File: config.mk
export PLATFORM = sky130hd
export DESIGN_NAME = fifo_rd_stream
export DESIGN_NICKNAME = d
export VERILOG_FILES = /design/src/rtl/fifo_rd_stream.sv
export SDC_FILE = /design/constraint.sdc
export NUM_CORES = 1
export LEC_CHECK = 0
export BUFFER_PORTS_ARGS = -buffer_cell sky130_fd_sc_hd__buf_2
export CORE_MARGIN = 2
export CORE_UTILIZATION = 30
export CTS_BUF_LIST = sky130_fd_sc_hd__clkbuf_4
export DETAILED_ROUTE_END_ITERATION = 12
export PLACE_DENSITY_LB_ADDON = 0.12
export SYNTH_ARGS = -nofsm -noshare
export SYNTH_HDL_FRONTEND = slang
export SYNTH_SLANG_ARGS = --single-unit
File: constraint.sdc
create_clock -name rd_clk -period 6.4 [get_ports rd_clk]
set_input_delay 1.28 -clock rd_clk [delete_from_list [all_inputs] [get_ports rd_clk]]
set_output_delay 1.28 -clock rd_clk [all_outputs]
set_load 0.05 [all_outputs]
File: src/rtl/fifo_rd_stream.sv
`default_nettype none
// ============================================================================
// Module   : fifo_rd_stream
// Brief    : Read-side drain of async_fifo_16x16 into a valid/ready stream,
//            with a 2-entry skid buffer and m_last framing every FRAME_LEN words.
//            Optional stall counter output enabled by FIFO_RD_STALL_CNT_EN.
// Revision : 1.0 - initial release
// ============================================================================
module fifo_rd_stream #(
    parameter int DATA_WIDTH = 16,
    parameter int FRAME_LEN  = 8,
    parameter int CNT_WIDTH  = 16
) (
    input  logic                  rd_clk,
    input  logic                  rd_reset_n,
    input  logic                  fifo_empty,
    input  logic                  fifo_almost_empty,
    output logic                  fifo_rd_en,
    input  logic [DATA_WIDTH-1:0] fifo_rd_data,
    input  logic                  flush,
    output logic                  m_valid,
    input  logic                  m_ready,
    output logic [DATA_WIDTH-1:0] m_data,
    output logic                  m_last,
    output logic [CNT_WIDTH-1:0]  word_cnt
`ifdef FIFO_RD_STALL_CNT_EN
    ,
    output logic [15:0]           stall_cnt
`endif
);

    localparam logic [CNT_WIDTH-1:0] c_LAST = CNT_WIDTH'(FRAME_LEN - 1);

    // Encoding equals the number of occupied skid entries.
    typedef enum logic [1:0] {
        S_EMPTY = 2'd0,
        S_ONE   = 2'd1,
        S_FULL  = 2'd2
    } occ_state_t;

    occ_state_t            state_q, state_d;
    logic [DATA_WIDTH-1:0] head_q, head_d;
    logic [DATA_WIDTH-1:0] tail_q, tail_d;
    logic [CNT_WIDTH-1:0]  word_cnt_q, word_cnt_d;
    logic                  inflight_q, inflight_d;

    logic [1:0]            w_occ;
    logic [2:0]            w_level;
    logic                  w_pop;
    logic                  w_unused_status;

    assign w_unused_status = fifo_almost_empty;

    assign w_occ   = state_q;
    assign m_valid = (state_q != S_EMPTY);
    assign w_pop   = m_valid && m_ready;
    assign w_level = {1'b0, w_occ} + {2'b00, inflight_q} - {2'b00, w_pop};

    // Read only when the returning word is guaranteed a free skid slot.
    assign fifo_rd_en = rd_reset_n && !fifo_empty && !flush && (w_level < 3'd2);

    assign m_data   = head_q;
    assign word_cnt = word_cnt_q;
    assign m_last   = m_valid && (word_cnt_q == c_LAST);

    always_comb begin
        state_d    = state_q;
        head_d     = head_q;
        tail_d     = tail_q;
        word_cnt_d = word_cnt_q;
        inflight_d = fifo_rd_en && !fifo_empty;
        if (flush) begin
            state_d    = S_EMPTY;
            head_d     = '0;
            tail_d     = '0;
            word_cnt_d = '0;
            inflight_d = 1'b0;
        end else begin
            if (w_pop) begin
                word_cnt_d = (word_cnt_q == c_LAST) ? '0 : word_cnt_q + CNT_WIDTH'(1);
            end
            case (state_q)
                S_EMPTY: begin
                    if (inflight_q) begin
                        head_d  = fifo_rd_data;
                        state_d = S_ONE;
                    end
                end
                S_ONE: begin
                    case ({inflight_q, w_pop})
                        2'b11: head_d = fifo_rd_data;
                        2'b10: begin
                            tail_d  = fifo_rd_data;
                            state_d = S_FULL;
                        end
                        2'b01: begin
                            head_d  = '0;
                            state_d = S_EMPTY;
                        end
                        default: ;
                    endcase
                end
                S_FULL: begin
                    if (w_pop) begin
                        head_d  = tail_q;
                        tail_d  = '0;
                        state_d = S_ONE;
                    end
                end
                default: state_d = S_EMPTY;
            endcase
        end
    end

    always_ff @(posedge rd_clk) begin
        if (!rd_reset_n) begin
            state_q    <= S_EMPTY;
            head_q     <= '0;
            tail_q     <= '0;
            word_cnt_q <= '0;
            inflight_q <= 1'b0;
        end else begin
            state_q    <= state_d;
            head_q     <= head_d;
            tail_q     <= tail_d;
            word_cnt_q <= word_cnt_d;
            inflight_q <= inflight_d;
        end
    end

`ifdef FIFO_RD_STALL_CNT_EN
    logic [15:0] stall_cnt_q, stall_cnt_d;

    always_comb begin
        stall_cnt_d = stall_cnt_q;
        if (flush) begin
            stall_cnt_d = '0;
        end else if (m_valid && !m_ready && (stall_cnt_q != 16'hFFFF)) begin
            stall_cnt_d = stall_cnt_q + 16'd1;
        end
    end

    always_ff @(posedge rd_clk) begin
        if (!rd_reset_n) begin
            stall_cnt_q <= '0;
        end else begin
            stall_cnt_q <= stall_cnt_d;
        end
    end

    assign stall_cnt = stall_cnt_q;
`endif

endmodule
`default_nettype wire

======== Yosys cells after proc, flatten, opt, wreduce, memory -nomap -nowiden ========
Index checks and enable logic that the tools add are counted.
operators by class
  add/sub/neg operators ................... 3
  bitwise operators ....................... 1
  reduce and logical (&&, ||, !) cells .... 16
  multiplexer cells ....................... 12
  equality and inequality tests ........... 11
  order comparisons ....................... 1
operators with widths
  operator               count
  $mux 16                5
  $pmux 16 s2            2
  $pmux 16 s3            1
  $add 16x1->16 const B  1
  $eq 16x3->1 const B    1
  $eq 2x2->1 const B     3
  $logic_and 1x1->1      6
  $ne 2x2->1 const B     3
  $pmux 2 s3             1
  $reduce_and 3->1       2
  $eq 2x1->1 const B     2
  $mux 2                 2
  $pmux 2 s2             1
  $reduce_and 4->1       1
  $reduce_bool 2->1      2
  $add 2x1->3            1
  $lt 3x2->1 const B     1
  $ne 3x1->1 const B     1
  $ne 3x2->1 const B     1
  $reduce_bool 3->1      1
  $sub 3x1->3            1
  $logic_not 1->1        2
  $logic_not 2->1        1
  $reduce_or 2->1        1
  $not 1->1              1
storage, ports and cells
  output and inout port bits .............. 35
  register bits after elaboration ......... 51

======== Logic depth before layout (Yosys ltp) ========
  depth in word-level cells ............... 6
  depth in mapped cells ................... 11
  depth with buffers taken out ............ 9

======== Worst setup path after synthesis ========
Ideal clock, no wire load.
  kind .................................... in2out
  start ................................... input m_ready
  end ..................................... output fifo_rd_en
  path slack .............................. 1.006 ns
  cell stages on the path ................. 8
  arrival time ............................ 4.114 ns
  required time ........................... 5.120 ns
  cells stage by stage .................... nand2b_4 > buf_6 > inv_1 > ha_1 > nand2b_1 > fa_1 > xor2_1 > nor4b_1
on the way
  cells in the longest elaborated chain, start to end .. 4
RTL lines
  what                line  source
  start: declaration  22    input logic m_ready,
  $logic_and 1x1->1   56    assign w_pop = m_valid && m_ready;
  via w_pop           49    logic w_pop;
  $sub 3x1->3         57    assign w_level = {1'b0, w_occ} + {2'b00, inflight_q} - {2'b00, w_pop};
  $lt 3x2->1          60    assign fifo_rd_en = rd_reset_n && !fifo_empty && !flush && (w_level < 3'd2);
  $logic_and 1x1->1   60
  end: declaration    18    output logic fifo_rd_en,
The timed path passes the listed nets, and every way through them passes these cells.

======== Worst setup path after layout ========
Ends and elaborated chain as after synthesis.

==> metrics.md <==
| Metric | Value |
|---|---|
| Status | finished clean |
| CP Buf/Inv Count | 3 |
| Yosys warns | 0 |
| Die width | 91.7 µm |
| Synth Area in Adders | 5.74% |
| Clk buf depth | 2 |
| GRT met3 Usage | 3.70% |
| WL/cell | 13.7 µm |
| Worst reg2reg setup slack | 3.68 ns |
| H-tree level count | 2 |
| FILL cells | 779 |
| Clock transition at path regs | 0.15 ns |
| Crit Path Max Fanout | 11 |
| Crit path DAT | 3.19 ns |
| Area of the mapped netlist | 2310 µm² |
| Simple-gate area share of the yosys netlist | 21.3% |
| Grt peak-use layer | met2 |
| RSZ-0062 raised after global routing | false |
| Initial Utilization | 31.3% |
| Max_cap viols | 0 |
| Post-CTS setup buffer count | 0 |
| Vias | 2047 |
| Flops & latches, synth | 51 |
| Worst hold path depth | 2 |
| GRT Total Usage | 13.3% |
| Remaining DRCs | 0 |
| Hold path start | m_data[4] |
| Worst-Skew Late Latency | 0.37 ns |
| F_max | 0.224 GHz |
| Sequential area share after synthesis | 44.2% |
| Top_reg_cell synth | dfxtp_1 |
| Row count | 31 |
| Clock Tree Root | clkbuf_4 |
| Critical path endpoint category | primary output |
| Layout cells sized above 1 | 23.0% |
| Initial DRC count | 90 |
| Cell repeated most along the worst path | buf_2 |
| Period Utilization, post-route | 69.8% |
| Top-area cell type share of the netlist area | 44.2% |
| Required @ worst endpoint | 5.12 ns |
| Cts bufs inserted | 5 |
| DRT Wirelength | 5520 µm |
| Min Hold Slack | 0.504 ns |
| Area Overhead vs Synth | 19.7% |
| Drt pass-1 iters | 4 |
| Max_slew headroom | 34.9% |
| Utilization after layout | 37.5% |
| Hold Path Class | flop to flop |
| GR Layer Usage met2 | 20.6% |
| Number of synthesized flops with an enable pin | 0 |
| Vias/cell | 5.07 |
| CTS tree | yes |
| Final worst slack | 1.93 ns |
| Pre-CTS WS | 1.92 ns |
| Ports | 57 |
| Reg2Reg Launch Point | state_q[1] |
| ANT cells | 0 |
| First-pass GRT wire length | 9110 µm |
| Setup TNS | 0 ns |
| Cell Pwr Density | 212 nW/µm² |
| DIE AREA | 8420 µm² |
| R2r endpoint | m_data[14] |
| Top cell type by total area after synthesis | dfxtp_1 |
| Syn_area_per_cell | 9.09 µm² |
| Worst Path Class, Setup | primary input to primary output |
| Port Buf Inserts | 55 |
| Post-layout net count | 336 |
| Min Tclk post-route | 4.47 ns |
| Hold buffers post-CTS | 0 |
| Largest cells by area after synthesis | dfxtp_1 (44%), a22oi_1 (10%), nor2_1 (8.1%) |
| Compound-Gate Fraction of Synth Area | 19.1% |
| Power Total | 587 µW |
| Detailed Place HPWL | 3640 µm |
| Min-Delay Endpoint | m_data[4] |
| Worst setup SP type | primary input |
| Fin. Hold Viols | 0 |
| Gpl congestion | 0.720 |
| Largest net degree at the start of global routing | 38 |
| Post-synth ARST share | 0% |
| Syn Inst Count | 254 |
| Clk_skew | 0.0162 ns |
| Slew @ Worst Pin | 0.976 ns |
| Worst r2r path cells | 10 |
| Die H | 91.7 µm |
| Xor and xnor area share after synthesis | 5.31% |
| Cells along the critical path | buf_2 > nand2b_4 > inv_1 > ha_1 > nand2b_1 > fa_1 > xor2_1 > nor4b_1 > buf_2 |
| Global route overflow | 0 |
| Crit-path leading delay family | adder cells |
| Vias in the first global route | 1881 |
| Distinct cell type count after synthesis | 36 |
| Worst vdd ir | 0.0000811 V |
| Clock sink count | 51 |
| Worst stage delay on the critical path | 0.37 ns |
| Finish-stage setup viols | 0 |
| Final Max Tran Viols | 0 |
| Largest family of logic cells by synthesized area | simple AND/OR/NAND/NOR gates |
| CP max-delay cell | fa_1 |
| Initial antenna violation count | 0 |
| Mux share of post-synthesis cell area | 0.433% |
| Mapped Nets | 286 |
| Leak | 0.00110 µW |
| Number of routed nets with antenna violations | 0 |
| Core area | 7370 µm² |
| M1 GR Usage | 18.1% |
| CTS resizes | 0 |
## report_power, final
group          switching, µW  total, µW  internal (µW)
Sequential              2.65        325            322
Combinational           44.4       66.4           22.0
Clock                    112        196           83.7
Total                    159        587            428
## logic make-up after synthesis
kind of cell / count (synthesis)
multiplexers: 1
XOR/XNOR: 14
AND/OR/NAND/NOR: 97
AO/OA/AOI/OAI: 60
flip-flops: 51
adder cells (fa/ha/maj): 10
buffers and inverters: 21
## synthesized netlist by cell type, types with 5 or more instances
| cell type | number |
|---|---|
| a21oi_1 | 5 |
| a22oi_1 | 32 |
| ha_1 | 9 |
| clkbuf_1 | 13 |
| nand2_1 | 9 |
| inv_1 | 5 |
| nor2_1 | 50 |
| xor2_1 | 10 |
| nand4_1 | 9 |
| a211oi_1 | 18 |
| dfxtp_1 | 51 |
## metrics by stage
| stage | instances | instance area [µm²] |
|---|---|---|
| floorplan | 254 | 2310 |
| global placement | 396 | 2680 |
| detailed placement | 396 | 2680 |
| CTS | 404 | 2770 |
| global route | 404 | 2770 |
| finish | 404 | 2770 |
## worst max path at each step
stage | startpoint | endpoint | slack (ns) | depth (start not counted)
finish | m_ready | fifo_rd_en | 1.93 | 9
floorplan | m_ready | fifo_rd_en | 1.01 | 8
global placement | m_ready | fifo_rd_en | 1.95 | 9
detailed placement | m_ready | fifo_rd_en | 1.92 | 9
CTS | state_q[1] | fifo_rd_en | 1.91 | 10
global route | state_q[1] | fifo_rd_en | 1.62 | 10
## layout make-up
cell class                 count  area, µm²  area share (%)
sequential                    51       1020            36.9
inverter                       5       18.8           0.679
tap                           99        124            4.48
clock inverter                 3       46.3            1.67
multi-input combinational    182       1210            43.8
clock buffer                   5       37.5            1.36
timing repair buffer          59        305            11.0
## metal layers
| metal | routed length, µm | up-vias |
|---|---|---|
| li1 | - | 1024 |
| met1 | 2720 | 961 |
| met2 | 2460 | 58 |
| met3 | 276 | 4 |
| met4 | 61 | 0 |
| met5 | 0 | - |
## tightest hold or removal path, stage by stage, from the launching register on
cell and delay, ns:
dfxtp_1 0.34, nor2_1 0.09, a211oi_1 0.05
## placed cells by master (no fill, tap or decap), types with 2 or more instances in the layout
cell | synthesis | final
ha_1 | 9 | 9
nor3b_1 | 2 | 2
buf_4 | 0 | 4
nand4_1 | 9 | 9
xnor2_1 | 4 | 4
dfxtp_1 | 51 | 51
nor4b_1 | 3 | 3
nor3_1 | 2 | 2
buf_2 | 2 | 55
a22oi_1 | 32 | 32
a21oi_1 | 5 | 5
nand3_1 | 3 | 3
and4_1 | 2 | 2
inv_1 | 5 | 5
nand2b_1 | 4 | 4
nor4_1 | 3 | 3
a211oi_1 | 18 | 18
o21ai_0 | 2 | 2
nor2_1 | 50 | 50
clkbuf_4 | 0 | 5
and4b_1 | 2 | 2
nand2_1 | 9 | 9
xor2_1 | 10 | 10
## sequential cells by signal (all words and copies together), names as in the netlist
name / count
inflight_q: 1
m_data: 16
state_q: 2
word_cnt: 16
tail_q: 16
Note: power is estimated with default switching activity, not from simulation.
